[src/rtl/spi_bus_sched_pkg.sv]
// Shared constants and types for the SPI bus scheduler and its clients.
// Latency: n/a (declarations only).
// Backpressure: n/a.
package spi_bus_sched_pkg;

    // Slave-select indices, also used by the command handler to address pots/EEPROM
    localparam int SS_CH1  = 0;
    localparam int SS_CH2  = 1;
    localparam int SS_CH3  = 2;
    localparam int SS_TRIG = 3;
    localparam int SS_EEP  = 4;

    localparam int DEF_NUM_REQ = 4;
    localparam int DEF_NUM_SS  = 5;
    localparam int DEF_SS_GAP  = 4;

    localparam int CMD_W    = 16;
    localparam int SS_IDX_W = 3;

    typedef enum logic [1:0] {
        IDLE,
        LAUNCH,
        WAIT,
        GAP
    } spi_sched_state_t;

endpackage

[src/rtl/spi_bus_sched_if.sv]
// Bundles the requester-side and spi_mstr-side signals of the SPI bus scheduler.
// Latency: n/a (wiring only).
// Backpressure: requesters hold req until their done pulse; no other stall path.
interface spi_bus_sched_if
    import spi_bus_sched_pkg::*;
#(
    parameter int NUM_REQ = DEF_NUM_REQ,
    parameter int NUM_SS  = DEF_NUM_SS
);

    logic [NUM_REQ-1:0]          req;
    logic [NUM_REQ*SS_IDX_W-1:0] req_ss;
    logic [NUM_REQ*CMD_W-1:0]    req_cmd;
    logic [NUM_REQ-1:0]          gnt;
    logic [NUM_REQ-1:0]          done;
    logic                        err;
    logic [CMD_W-1:0]            rd_data;
    logic                        busy;
    logic                        spi_wrt;
    logic [CMD_W-1:0]            spi_cmd;
    logic                        spi_done;
    logic [CMD_W-1:0]            spi_rd;
    logic [NUM_SS-1:0]           ss_n;

    // Scheduler side
    modport slave (
        input  req, req_ss, req_cmd, spi_done, spi_rd,
        output gnt, done, err, rd_data, busy, spi_wrt, spi_cmd, ss_n
    );

    // Requesters plus spi_mstr side
    modport master (
        output req, req_ss, req_cmd, spi_done, spi_rd,
        input  gnt, done, err, rd_data, busy, spi_wrt, spi_cmd, ss_n
    );

endinterface

[src/rtl/spi_bus_sched_rr_arb.sv]
// Combinational round-robin picker: first active request at or after ptr wins.
// Latency: 0 cycles (pure combinational).
// Backpressure: none; the caller decides when the pick is consumed.
module spi_bus_sched_rr_arb #(
    parameter int NUM_REQ = 4,
    parameter int PTR_W   = 2
) (
    input  logic [NUM_REQ-1:0] req,
    input  logic [PTR_W-1:0]   ptr,
    output logic [NUM_REQ-1:0] win,
    output logic               vld
);

    logic [PTR_W-1:0] idx;

    // Scan requesters starting at ptr, wrapping, and keep the first one found
    always_comb begin
        win = '0;
        vld = 1'b0;
        idx = '0;
        for (int i = 0; i < NUM_REQ; i++) begin
            idx = PTR_W'((int'(ptr) + i) % NUM_REQ);
            if (!vld && req[idx]) begin
                win[idx] = 1'b1;
                vld      = 1'b1;
            end
        end
    end

endmodule

[src/rtl/spi_bus_sched.sv]
// Shares one spi_mstr among NUM_REQ requesters: round-robin pick, one-hot SS_n, MISO return.
// Latency: req->gnt/spi_wrt 1 cycle; spi_done->done 1 cycle; done->next gnt >= SS_GAP+2 cycles.
// Backpressure: requesters hold req until done; a new launch waits for the SS_n-high gap.
module spi_bus_sched
    import spi_bus_sched_pkg::*;
#(
    parameter int NUM_REQ = DEF_NUM_REQ,
    parameter int NUM_SS  = DEF_NUM_SS,
    parameter int SS_GAP  = DEF_SS_GAP
) (
    input  logic           clk,
    input  logic           rst,
    spi_bus_sched_if.slave bus
);

    localparam int PTR_W = (NUM_REQ > 1) ? $clog2(NUM_REQ) : 1;
    localparam int CNT_W = $clog2(SS_GAP + 1);

    spi_sched_state_t    state_q, state_d;
    logic [NUM_REQ-1:0]  gnt_q, gnt_d;
    logic [NUM_REQ-1:0]  done_q, done_d;
    logic                err_q, err_d;
    logic                wrt_q, wrt_d;
    logic [CMD_W-1:0]    cmd_q, cmd_d;
    logic [NUM_SS-1:0]   ss_n_q, ss_n_d;
    logic [CMD_W-1:0]    rd_q, rd_d;
    logic [PTR_W-1:0]    ptr_q, ptr_d;
    logic [PTR_W-1:0]    widx_q, widx_d;
    logic                bad_q, bad_d;
    logic [CNT_W-1:0]    cnt_q, cnt_d;

    logic [NUM_REQ-1:0]  arb_win;
    logic                arb_vld;
    logic [PTR_W-1:0]    sel_idx;
    logic [CMD_W-1:0]    sel_cmd;
    logic [SS_IDX_W-1:0] sel_ss;
    logic [NUM_SS-1:0]   sel_ss_n;
    logic                sel_ss_ok;

    spi_bus_sched_rr_arb #(
        .NUM_REQ (NUM_REQ),
        .PTR_W   (PTR_W)
    ) u_arb (
        .req (bus.req),
        .ptr (ptr_q),
        .win (arb_win),
        .vld (arb_vld)
    );

    // Pull the winner's index, command word and slave index out of the packed request buses
    always_comb begin
        sel_idx = '0;
        sel_cmd = '0;
        sel_ss  = '0;
        for (int k = 0; k < NUM_REQ; k++) begin
            if (arb_win[k]) begin
                sel_idx = PTR_W'(k);
                sel_cmd = bus.req_cmd[CMD_W*k +: CMD_W];
                sel_ss  = bus.req_ss[SS_IDX_W*k +: SS_IDX_W];
            end
        end
    end

    // Decode the winner's slave index into an active-low select; out-of-range leaves all high
    always_comb begin
        sel_ss_ok = (int'(sel_ss) < NUM_SS);
        sel_ss_n  = '1;
        for (int k = 0; k < NUM_SS; k++) begin
            sel_ss_n[k] = (int'(sel_ss) != k);
        end
    end

    // Next-state and next-output logic; pulses default low, everything else holds
    always_comb begin
        state_d = state_q;
        gnt_d   = '0;
        done_d  = '0;
        err_d   = 1'b0;
        wrt_d   = 1'b0;
        cmd_d   = cmd_q;
        ss_n_d  = ss_n_q;
        rd_d    = rd_q;
        ptr_d   = ptr_q;
        widx_d  = widx_q;
        bad_d   = bad_q;
        cnt_d   = cnt_q;
        unique case (state_q)
            IDLE: begin
                if (arb_vld) begin
                    state_d = LAUNCH;
                    gnt_d   = arb_win;
                    widx_d  = sel_idx;
                    ptr_d   = PTR_W'((int'(sel_idx) + 1) % NUM_REQ);
                    if (sel_ss_ok) begin
                        wrt_d  = 1'b1;
                        cmd_d  = sel_cmd;
                        ss_n_d = sel_ss_n;
                        bad_d  = 1'b0;
                    end else begin
                        // Nothing to talk to: finish the request immediately with err
                        done_d = arb_win;
                        err_d  = 1'b1;
                        bad_d  = 1'b1;
                    end
                end
            end
            LAUNCH: begin
                if (bad_q) begin
                    // The LAUNCH cycle already carried done, so it counts as the first gap cycle
                    state_d = GAP;
                    cnt_d   = CNT_W'(SS_GAP - 1);
                end else begin
                    state_d = WAIT;
                end
            end
            WAIT: begin
                if (bus.spi_done) begin
                    done_d[widx_q] = 1'b1;
                    rd_d           = bus.spi_rd;
                    ss_n_d         = '1;
                    state_d        = GAP;
                    cnt_d          = CNT_W'(SS_GAP);
                end
            end
            GAP: begin
                // The done cycle is the first SS_n-high cycle; SS_GAP more follow before IDLE
                if (cnt_q == '0) begin
                    state_d = IDLE;
                end else begin
                    cnt_d = cnt_q - CNT_W'(1);
                end
            end
            default: state_d = IDLE;
        endcase
    end

    // State and output registers; reset releases every slave select at once
    always_ff @(posedge clk or posedge rst) begin
        if (rst) begin
            state_q <= IDLE;
            gnt_q   <= '0;
            done_q  <= '0;
            err_q   <= 1'b0;
            wrt_q   <= 1'b0;
            cmd_q   <= '0;
            ss_n_q  <= '1;
            rd_q    <= '0;
            ptr_q   <= '0;
            widx_q  <= '0;
            bad_q   <= 1'b0;
            cnt_q   <= '0;
        end else begin
            state_q <= state_d;
            gnt_q   <= gnt_d;
            done_q  <= done_d;
            err_q   <= err_d;
            wrt_q   <= wrt_d;
            cmd_q   <= cmd_d;
            ss_n_q  <= ss_n_d;
            rd_q    <= rd_d;
            ptr_q   <= ptr_d;
            widx_q  <= widx_d;
            bad_q   <= bad_d;
            cnt_q   <= cnt_d;
        end
    end

    assign bus.gnt     = gnt_q;
    assign bus.done    = done_q;
    assign bus.err     = err_q;
    assign bus.spi_wrt = wrt_q;
    assign bus.spi_cmd = cmd_q;
    assign bus.ss_n    = ss_n_q;
    assign bus.rd_data = rd_q;
    assign bus.busy    = (state_q != IDLE);

endmodule

[src/flat_wrapper.sv]
// flat-port wrapper written by rule: the top's interface ports become plain ports
module spi_bus_sched_flat import spi_bus_sched_pkg::*;
#(
    parameter int NUM_REQ = DEF_NUM_REQ,
    parameter int NUM_SS  = DEF_NUM_SS,
    parameter int SS_GAP  = DEF_SS_GAP
)
  (clk, rst, bus_req, bus_req_ss, bus_req_cmd, bus_spi_done, bus_spi_rd, bus_gnt, bus_done, bus_err, bus_rd_data, bus_busy, bus_spi_wrt, bus_spi_cmd, bus_ss_n);
  spi_bus_sched_if #(.NUM_REQ(NUM_REQ), .NUM_SS(NUM_SS)) bus_i ();
  input  logic clk;
  input  logic rst;
  input wire logic [$bits(bus_i.req)-1:0] bus_req;
  input wire logic [$bits(bus_i.req_ss)-1:0] bus_req_ss;
  input wire logic [$bits(bus_i.req_cmd)-1:0] bus_req_cmd;
  input wire logic [$bits(bus_i.spi_done)-1:0] bus_spi_done;
  input wire logic [$bits(bus_i.spi_rd)-1:0] bus_spi_rd;
  output wire logic [$bits(bus_i.gnt)-1:0] bus_gnt;
  output wire logic [$bits(bus_i.done)-1:0] bus_done;
  output wire logic [$bits(bus_i.err)-1:0] bus_err;
  output wire logic [$bits(bus_i.rd_data)-1:0] bus_rd_data;
  output wire logic [$bits(bus_i.busy)-1:0] bus_busy;
  output wire logic [$bits(bus_i.spi_wrt)-1:0] bus_spi_wrt;
  output wire logic [$bits(bus_i.spi_cmd)-1:0] bus_spi_cmd;
  output wire logic [$bits(bus_i.ss_n)-1:0] bus_ss_n;
  assign bus_i.req = bus_req;
  assign bus_i.req_ss = bus_req_ss;
  assign bus_i.req_cmd = bus_req_cmd;
  assign bus_i.spi_done = bus_spi_done;
  assign bus_i.spi_rd = bus_spi_rd;
  assign bus_gnt = bus_i.gnt;
  assign bus_done = bus_i.done;
  assign bus_err = bus_i.err;
  assign bus_rd_data = bus_i.rd_data;
  assign bus_busy = bus_i.busy;
  assign bus_spi_wrt = bus_i.spi_wrt;
  assign bus_spi_cmd = bus_i.spi_cmd;
  assign bus_ss_n = bus_i.ss_n;
  spi_bus_sched #(.NUM_REQ(NUM_REQ), .NUM_SS(NUM_SS), .SS_GAP(SS_GAP)) u_core (.clk(clk), .rst(rst), .bus(bus_i));
endmodule
[config.mk]
export PLATFORM = sky130hd
export DESIGN_NAME = spi_bus_sched_flat
export DESIGN_NICKNAME = d
export VERILOG_FILES = /design/src/rtl/spi_bus_sched_pkg.sv /design/src/rtl/spi_bus_sched_if.sv /design/src/rtl/spi_bus_sched_rr_arb.sv /design/src/rtl/spi_bus_sched.sv /design/src/flat_wrapper.sv
export SDC_FILE = /design/constraint.sdc
export NUM_CORES = 1
export LEC_CHECK = 0
export ABC_AREA = 0
export CORE_MARGIN = 3
export CORE_UTILIZATION = 43
export DETAILED_ROUTE_END_ITERATION = 10
export GPL_TIMING_DRIVEN = 0
export PLACE_DENSITY = 0.81
export SKIP_LAST_GASP = 1
export SLEW_MARGIN = 20
export SYNTH_ARGS = -nofsm -noshare
export SYNTH_HDL_FRONTEND = slang
export SYNTH_SLANG_ARGS = --single-unit
[constraint.sdc]
create_clock -name clk -period 4.2 [get_ports clk]
set_input_delay 0.84 -clock clk [delete_from_list [all_inputs] [get_ports clk]]
set_output_delay 0.84 -clock clk [all_outputs]
set_load 0.005 [all_outputs]
; After elaboration in Yosys (flattened, before gate mapping)
; Cells that the tools add are included.
[totals]
reg_bits = 57
out_inout_bits = 48
input_bits = 99
word_cells = 129
latch_bits = 0
mem_bits_ro = 0
mem_count = 0
mem_bits_rw = 0
[classes]
n_addsub = 5
bitwise = 3
mux = 62
eq_ne = 13
mul = 0
reduce_logical = 23
n_div = 0
n_shift = 0
magnitude_cmp = 11
[op_table]
columns = operator, count
row1 = two-way mux 16 bit, 4
row2 = two-way mux 4 bit, 9
row3 = two-way mux 1 bit, 21
row4 = two-way mux 3 bit, 7
row5 = "< comparator 2 x 3 -> 1 bit, second input constant", 5
row6 = two-way mux 5 bit, 3
row7 = bitwise OR 4 bit, 3
row8 = demux 1 bit (select 2 bit), 5
row9 = "greater-or-equal comparator 2 x 1 -> 1 bit, second input constant", 5
row10 = two-way mux 2 bit, 5
row11 = case mux 5 bit (2 select lines), 1
row12 = "inequality test 3 bit, second input constant", 3
row13 = case mux 3 bit (3 select lines), 1
row14 = binary-select mux 1 bit (select 2 bit), 4
row15 = logical AND 1 bit, 8
row16 = "inequality test 2 x 1 -> 1 bit, second input constant", 4
row17 = case mux 2 bit (4 select lines), 1
row18 = case mux 4 bit (2 select lines), 1
row19 = AND reduction 4 bit, 2
row20 = AND reduction 3 bit, 2
row21 = nonzero test 3 bit, 2
row22 = "adder 2 x 1 -> 2 bit, second input constant", 2
row23 = "adder 2 bit, second input constant", 2
row24 = "equality test 2 bit, second input constant", 2
row25 = 10 further kinds, 15

; Logic depth before layout (Yosys ltp)
; Gate-level depths: netlist of run 1.
[logic_depth]
ltp_word = 20
mapped_depth = 13
mapped_depth_nobuf = 10

; Modules after synthesis
; A second synthesis of run 1 with hierarchy kept.
[hier_totals]
cells_unflattened = 321
hier_area_um2 = 3493.4
[by_module_without_submodules]
columns = mod, n_inst, area_each_um2, seq_area_each_um2, cells_each
row1 = spi_bus_sched, 1, 2999.1, 1432.6, 259
row2 = spi_bus_sched_rr_arb, 1, 494.2, 0.0, 62

; Least setup slack after synthesis of run 1
; Ideal clock, no wire load.
[synth_timing]
path_kind = register -> register
from = register u_core.ptr_q[0]
to = register u_core.cmd_q[0] (netlist: u_core.bus.spi_cmd[0])
stages_incl_launch_ff = 14
path_slack_ps = 516
synth_period_minus_slack_ps = 3684
arrival_time_ps = 3556
path_buffers = 3
setup_ps = 127
required_time_ps = 4073
cell_sequence = dfrtp_1 > buf_6 > inv_1 > ha_1 > mux4_2 > and3b_1 > a211oi_2 > a2111oi_0 > o211a_1 > or2_1 > clkbuf_1 > a21oi_4 > buf_6 > mux2_1
[synth_between]
elab_chain_len = 18
word_cells_on_any_way = 58
cone_classes = 3 x add/sub / 9 x order compare / 32 x mux / 3 x bitwise / 11 x reduce/logical
[synth_rtl]
columns = element, line_no
row1 = "start, declared", spi_bus_sched.sv:27  ; logic [PTR_W-1:0] ptr_q, ptr_d;
row2 = "start signal, assigned", spi_bus_sched.sv:161  ; ptr_q <= ptr_d;
row3 = branches (longest 18 deep; another with < comparator 2 x 3 -> 1 bit), --
row4 = "end signal, assigned", spi_bus_sched.sv:158  ; cmd_q <= cmd_d;
row5 = "end, declared", spi_bus_sched.sv:24  ; logic [CMD_W-1:0] cmd_q, cmd_d;
; Several ways; the timed one is not identified. The select of a mux whose other input is x is not followed.
; A chain may end at the register's enable or synchronous reset.

; Worst setup path after layout of run 1
[layout_timing]
from = register u_core.ptr_q[0]
to = register u_core.cmd_q[12] (netlist: u_core.bus.spi_cmd[12])
; The elaborated chain is that of the path after synthesis.

==> impl_metrics.toml, run 1 <==
[outcome]
status = "completed"

[clock_tree]
cts.path.max_buffers = 2
clk_latency_ns = 0.34
cts_buffers = 9
hold_buffers = 0
cts_root_buf = "clkbuf_8"
cts_tree = "done"
cts.reportedPaths.clkPinSlew_ns = 0.07
htree_num_levels = 3
clock_sink_count = 57

[synthesis]
synth-edff-count = 0
synthTopCellsByArea = "dfrtp_1, mux2_2, ha_1"
postSynthAreaPerCell_um2 = 10.5
synth_cells = 327
synth_top_family_by_area = "compound AO/OA/AOI/OAI gates"
synthAdderAreaFrac = 0.0438
yosysTopAreaCellShare = 0.379
synth_warnings = 0
synth_nets = 438
synthTopCellsByCount = "dfrtp_1, nand2_1, mux2_2, nor2_1"
synth_cell_types = 59
synth_compound_area_frac = 0.225
ys_seq_area_frac = 0.418
synth_top_cell_by_area = "dfrtp_1"
synthXorXnorAreaFrac = 0
ys_ff_latch = 57
syn_area_mm2 = 0.00343
synthSimpleGateAreaFrac = 0.123
synth.most_common_cell = "dfrtp_1"
yosys-mux-area-fraction = 0.144
synthFlopType = "dfrtp_1"
async_flop_share = 1.00

[flow_run]
drv_cap = 0

[place]
place.gp.congestion = 0.812
post-place-ws_ns = -0.278
dp.cells = 572
port_buffers = 146
hpwlAfterDp_mm = 8.13
placed_area_mm2 = 0.00502

[sta]
finalHoldViolCount = 0
setup_viol = 0
skew_ns = 0.00762
worst_slack_ns = 0.144
tightest_slew_ns = 0.721
layout_worst_path_cycle_share = 0.966
max_freq_mhz = 247
maxSlewViolCount = 0
max-slew-margin-rel = 0.520
fin_crit_ns = 4.06

[final_layout]
syn2layout_area_growth_pct = 52.8
fin_cells = 589
drive_above_1_share = 0.139
n_antenna_cell = 0
design_area_mm2 = 0.00524
finalNetCount = 596

[setup_path]
crit_buf_inv = 3
path_cells = "buf_6 -> inv_1 -> ha_1 -> mux4_2 -> nand2_1 -> a21oi_1 -> a221oi_2 -> mux2i_1 -> o221ai_2 -> a21oi_4 -> buf_4 -> mux2_2"
slowest_stage = "mux4_2"
cp_top_family = "multiplexers"
crit_path_max_fanout = 9
startpoint_type = "flip-flop"
cp-end-kind = "flip-flop"
crit_arrival_ns = 4.28
crit_type = "flip-flop to flip-flop"
r2r_start = "u_core.ptr_q[0]$_DFFE_PP0P_"
cp-startpoint = "u_core.ptr_q[0]$_DFFE_PP0P_"
rr_worst_depth = 12
cp.depth = 12
max_stage_delay_ns = 0.61
worstPathRequired_ns = 4.42

[drt]
num_vias = 3304
drt_wl_total_mm = 10.7
drt_iter0_markers = 180
final_antenna_net_count = 0
vias_per_cell = 5.61
route.detailed.drc = 0
first_pass_iters = 5
wl_per_cell_um = 18.2

[die]
dieArea_mm2 = 0.00908
pin_count = 147
die_h_um = 95.3
coreArea_mm2 = 0.00749
initial_core_util = 0.458
die_w_um = 95.3
rows = 31

[power]
total_power_w = 0.00426
powerDensity_mw_per_mm2 = 812
p_leak_nw = 2.16
vdd_drop_max_mv = 0.342

[min_path]
min_path_type = "flip-flop to flip-flop"
min_from = "u_core.bus.spi_cmd[2]$_DFFE_PP0P_"
min_path_cells = 1

[global_route]
grt-ovfl-total = 0
grt_max_degree = 58
grt_pass1_vias = 3238
grt_pass1_wl_mm = 16.1
antenna_found_initial = 0
grt_usage = 0.230
[final cells by class]
cell class,instances,area [um^2]
plain buffers,18,91.3
clock buffers,10,138
clock inverters,6,66.3
fillers,559,2240
inverters,18,70.1
multi-input cells,234,1850
flip-flops and latches,57,1430
well taps,99,124
repair buffers,147,1470
[power by group]
part | total [W] | internal (W) | leakage (nW) | switching, W
clock | 0.000528 | 0.000291 | 0.0949 | 0.000237
sequential | 0.000952 | 0.000812 | 0.697 | 0.000141
combinational | 0.00277 | 0.00136 | 1.37 | 0.00142
total | 0.00426 | 0.00246 | 2.16 | 0.00180
[metrics by stage]
step | setup TNS [ns] | util | hold slack (ns)
final | 0 | 0.700 | 0.487
after global routing | -0.142 | 0.700 | 0.507
after CTS | 0 | 0.698 | 0.491
after detailed placement | -3.40 | 0.670 | 0.474
after global placement | -2.16 | 0.670 | 0.460
after floorplan | 0 | - | 0.448
[flip-flops by register name (all words and copies together) (netlist names)]
name	cells
u_core.bus.gnt	4
u_core.widx_q	2
u_core.bus.err	1
u_core.bus.spi_wrt	1
u_core.bus.ss_n	5
u_core.ptr_q	2
u_core.bad_q	1
u_core.bus.spi_cmd	16
u_core.bus.done	4
u_core.bus.rd_data	16
u_core.state_q	2
u_core.cnt_q	3
[routing by layer]
metal | global-route usage | vias up | routed length (um)
met5 | 0 | - | 0
met4 | 0.0469 | 0 | 89
met3 | 0.0845 | 9 | 1130
met2 | 0.401 | 172 | 5260
met1 | 0.271 | 1591 | 4250
li1 | - | 1532 | -
[kinds of logic after synthesis]
family | count (synthesis)
compound gates | 95
fa+ha+maj | 12
buf+inv | 36
flops | 57
mux | 41
simple gates | 86
[final timing paths]
| check | slack [ns] | to |
|---|---|---|
| max in group asynchronous | 2.76 | u_core.bus.spi_wrt$_DFF_PP0_ |
| min in group asynchronous | 0.97 | u_core.bus.rd_data[4]$_DFFE_PP0P_ |
| hold / removal | 0.49 | u_core.bus.spi_cmd[2]$_DFFE_PP0P_ |
| setup reg to reg | 0.14 | u_core.bus.spi_cmd[12]$_DFFE_PP0P_ |
| hold reg to reg | 0.49 | u_core.bus.spi_cmd[2]$_DFFE_PP0P_ |
| setup / recovery | 0.14 | u_core.bus.spi_cmd[12]$_DFFE_PP0P_ |
[layout by cell type (no fill, tap or decap), types with 2 or more instances in the layout]
cell type / count
a2111oi_4: 2
a211oi_4: 2
a21boi_0: 5
a21oi_1: 14
a221oi_1: 17
a22o_1: 3
a32o_1: 3
a32oi_1: 2
and2_1: 2
and3b_1: 2
buf_6: 3
clkbuf_1: 13
clkbuf_8: 10
clkdlybuf4s50_1: 146
clkinvlp_4: 3
dfrtp_1: 52
dfstp_2: 5
ha_1: 12
inv_1: 17
mux2_1: 9
mux2_2: 27
mux2i_1: 2
mux4_2: 3
nand2_1: 30
nand2b_1: 3
nand3b_1: 3
nor2_1: 27
nor3_1: 2
nor3b_1: 2
o21a_1: 3
o21ai_0: 11
o31ai_1: 18
or3_1: 2
[repair_timing]
item                                    CTS  global route
buffers inserted                          1             0
gates resized for setup                   1             4
endpoints found under the setup margin    8            17
pin swaps                                 1             1
[worst register-to-register path, cell delays in order (launching register included)]
cell and delay, ns:
dfrtp_1 0.46, buf_6 0.17, inv_1 0.07, ha_1 0.38
mux4_2 0.61, nand2_1 0.11, a21oi_1 0.09, a221oi_2 0.56
mux2i_1 0.46, o221ai_2 0.25, a21oi_4 0.22, buf_4 0.20
mux2_2 0.35
Power figures use the tool's default switching activity.
==> inputs of run 2 (changes only) <==
--- a/config.mk
+++ b/config.mk
@@ -7,10 +7,10 @@
 export LEC_CHECK = 0
 export ABC_AREA = 0
 export CORE_MARGIN = 3
-export CORE_UTILIZATION = 43
+export CORE_UTILIZATION = 46
 export DETAILED_ROUTE_END_ITERATION = 10
 export GPL_TIMING_DRIVEN = 0
-export PLACE_DENSITY = 0.81
+export PLACE_DENSITY = 0.86
 export SKIP_LAST_GASP = 1
 export SLEW_MARGIN = 20
 export SYNTH_ARGS = -nofsm -noshare
==> constraint.sdc (replaced) <==
create_clock -name clk -period 4.96 [get_ports clk]
set_input_delay 0.992 -clock clk [delete_from_list [all_inputs] [get_ports clk]]
set_output_delay 0.992 -clock clk [all_outputs]
set_load 0.005 [all_outputs]
==> run 2 against run 1 <==
Wire length rose by 2.6%. Count of clock-buffer cells in the layout fell by 1. Largest cell class unchanged. Sequential cell count did not move. Critical path depth fell by 1. Cell count fell by 0.68%. Largest power group unchanged. First-iteration DRC count rose by 11%.
==> impl_metrics.toml, run 2 (synthesis results as in run 1) <==
[clock_tree]
cts.path.max_buffers = 2
ctsResizeCount = 0
clock_sink_count = 57
cts_root_buf = "clkbuf_8"
postCtsSetupBuffers = 0
hold_buffers = 0
clk_latency_ns = 0.34
htree_num_levels = 3
cts_tree = "done"
cts.reportedPaths.clkPinSlew_ns = 0.08
cts_buffers = 9

[final_layout]
finalNetCount = 595
syn2layout_area_growth_pct = 52.8
fin_cells = 585
multi_input_area_mm2 = 0.00184
final_cell_mix = "clkdlybuf4s50_1, dfrtp_1, nand2_1, nor2_1, mux2_2"
n_antenna_cell = 0
seq_area_mm2 = 0.00143
fillers = 468
layout_commonest_cell = "clkdlybuf4s50_1"
drive_above_1_share = 0.133

[setup_path]
worstPathRequired_ns = 5.17
r2r_start = "u_core.ptr_q[0]$_DFFE_PP0P_"
rrSetupSlack_ns = 0.78
cp-startpoint = "bus_req[1]"
rr_worst_depth = 13
crit_arrival_ns = 4.51
startpoint_type = "input pin"
cp-endpoint = "u_core.bus.spi_cmd[4]$_DFFE_PP0P_"
cp-end-kind = "flip-flop"
crit_type = "input pin to flip-flop"
crit_path_max_fanout = 10
r2r-end = "u_core.bus.spi_cmd[4]$_DFFE_PP0P_"

[sta]
maxSlewViolCount = 0
rsz0062_at_grt = "no"
layout_worst_path_cycle_share = 0.867
fin_crit_ns = 4.30
max-slew-margin-rel = 0.547
skew_ns = 0.00959
tightest_slew_ns = 0.679
setup_viol = 0
finalHoldViolCount = 0
max_freq_mhz = 233
setup_tns_ns = 0

[die]
pin_count = 147
dieArea_mm2 = 0.00853
rows = 30
coreArea_mm2 = 0.00702
die_w_um = 92.3
die_h_um = 92.3
initial_core_util = 0.489

[min_path]
min_from = "u_core.bus.spi_cmd[2]$_DFFE_PP0P_"
min_path_type = "flip-flop to flip-flop"

[drt]
route.detailed.drc = 0
num_vias = 3332
final_antenna_net_count = 0
vias_per_cell = 5.70
first_pass_iters = 4
drt_wl_total_mm = 11.0
wl_per_cell_um = 18.8
drt_iter0_markers = 200

[global_route]
grt_usage = 0.256
antenna_found_initial = 0
grt_max_degree = 58
grt_pass1_vias = 3291
grt_pass1_wl_mm = 17.4
grt-ovfl-total = 0

[power]
powerDensity_mw_per_mm2 = 695
p_leak_nw = 2.16
vdd_drop_max_mv = 0.411

[place]
port_buffers = 146
place.gp.congestion = 0.876
dp.cells = 569
hpwlAfterDp_mm = 8.03

[outcome]
status = "completed"

[flow_run]
drv_cap = 0
==> run 2: cell types whose count changed in the layout (fill, tap and decap cells not counted), sizes merged <==
cell      change
buf           -1
bufinv        +1
clkbuf        -1
clkinv        +1
clkinvlp      -2
inv           +1
==> run 2: final cells by class <==
class	instances	area share
Multi-Input combinational cell	234	0.351
Timing Repair Buffer	146	0.279
Sequential cell	57	0.273
Clock buffer	9	0.0236
Tap cell	96	0.0229
Clock inverter	7	0.0196
Buffer	18	0.0172
Inverter	18	0.0134
==> run 2: worst max-delay path: stages <==
cell and delay, ns:
clkdlybuf4s50_1 0.58, nor4bb_1 0.38, o21ai_0 0.21, a21boi_0 0.41, nor3_1 0.15, clkbuf_1 0.26, o21ai_0 0.38, o221ai_2 0.23
a21oi_4 0.34, buf_6 0.21, mux2_1 0.35
==> run 2: worst min path at each step <==
stage,end,slack [ns],depth (start not counted)
global placement,u_core.bus.ss_n[4]$_DFFE_PP1P_,0.46,2
finish,u_core.bus.spi_cmd[2]$_DFFE_PP0P_,0.50,1
floorplan,u_core.bus.ss_n[4]$_DFFE_PP1P_,0.45,2
global route,u_core.bus.spi_cmd[10]$_DFFE_PP0P_,0.52,1
CTS,u_core.bus.spi_cmd[2]$_DFFE_PP0P_,0.49,1
detailed placement,u_core.bus.spi_cmd[2]$_DFFE_PP0P_,0.48,1
==> run 2: per-stage QoR <==
stage	setup WS, ns	power, W	area (um^2)	utilization	hold slack, ns
CTS	0.709	0.00363	5240	0.747	0.492
detailed placement	0.411	0.00309	5010	0.714	0.475
global route	0.373	0.00390	5240	0.747	0.517
global placement	0.451	0.00303	5010	0.714	0.461
floorplan	1.28	0.00227	3430	-	0.448
finish	0.662	0.00364	5240	0.747	0.497
==> run 2: power by group <==
part | internal [W] | switching, W | leakage (nW) | total (W)
combinational | 0.00113 | 0.00120 | 1.35 | 0.00233
clock | 0.000288 | 0.000212 | 0.110 | 0.000499
sequential | 0.000687 | 0.000124 | 0.697 | 0.000811
==> run 2: metal layers <==
| metal | vias to the layer above | global-route usage | part of all wire |
|---|---|---|---|
| met5 | - | 0 | 0 |
| met2 | 158 | 0.434 | 0.49 |
| met3 | 26 | 0.0780 | 0.090 |
| met1 | 1613 | 0.308 | 0.39 |
| li1 | 1535 | - | - |
| met4 | 0 | 0.0916 | 0.027 |
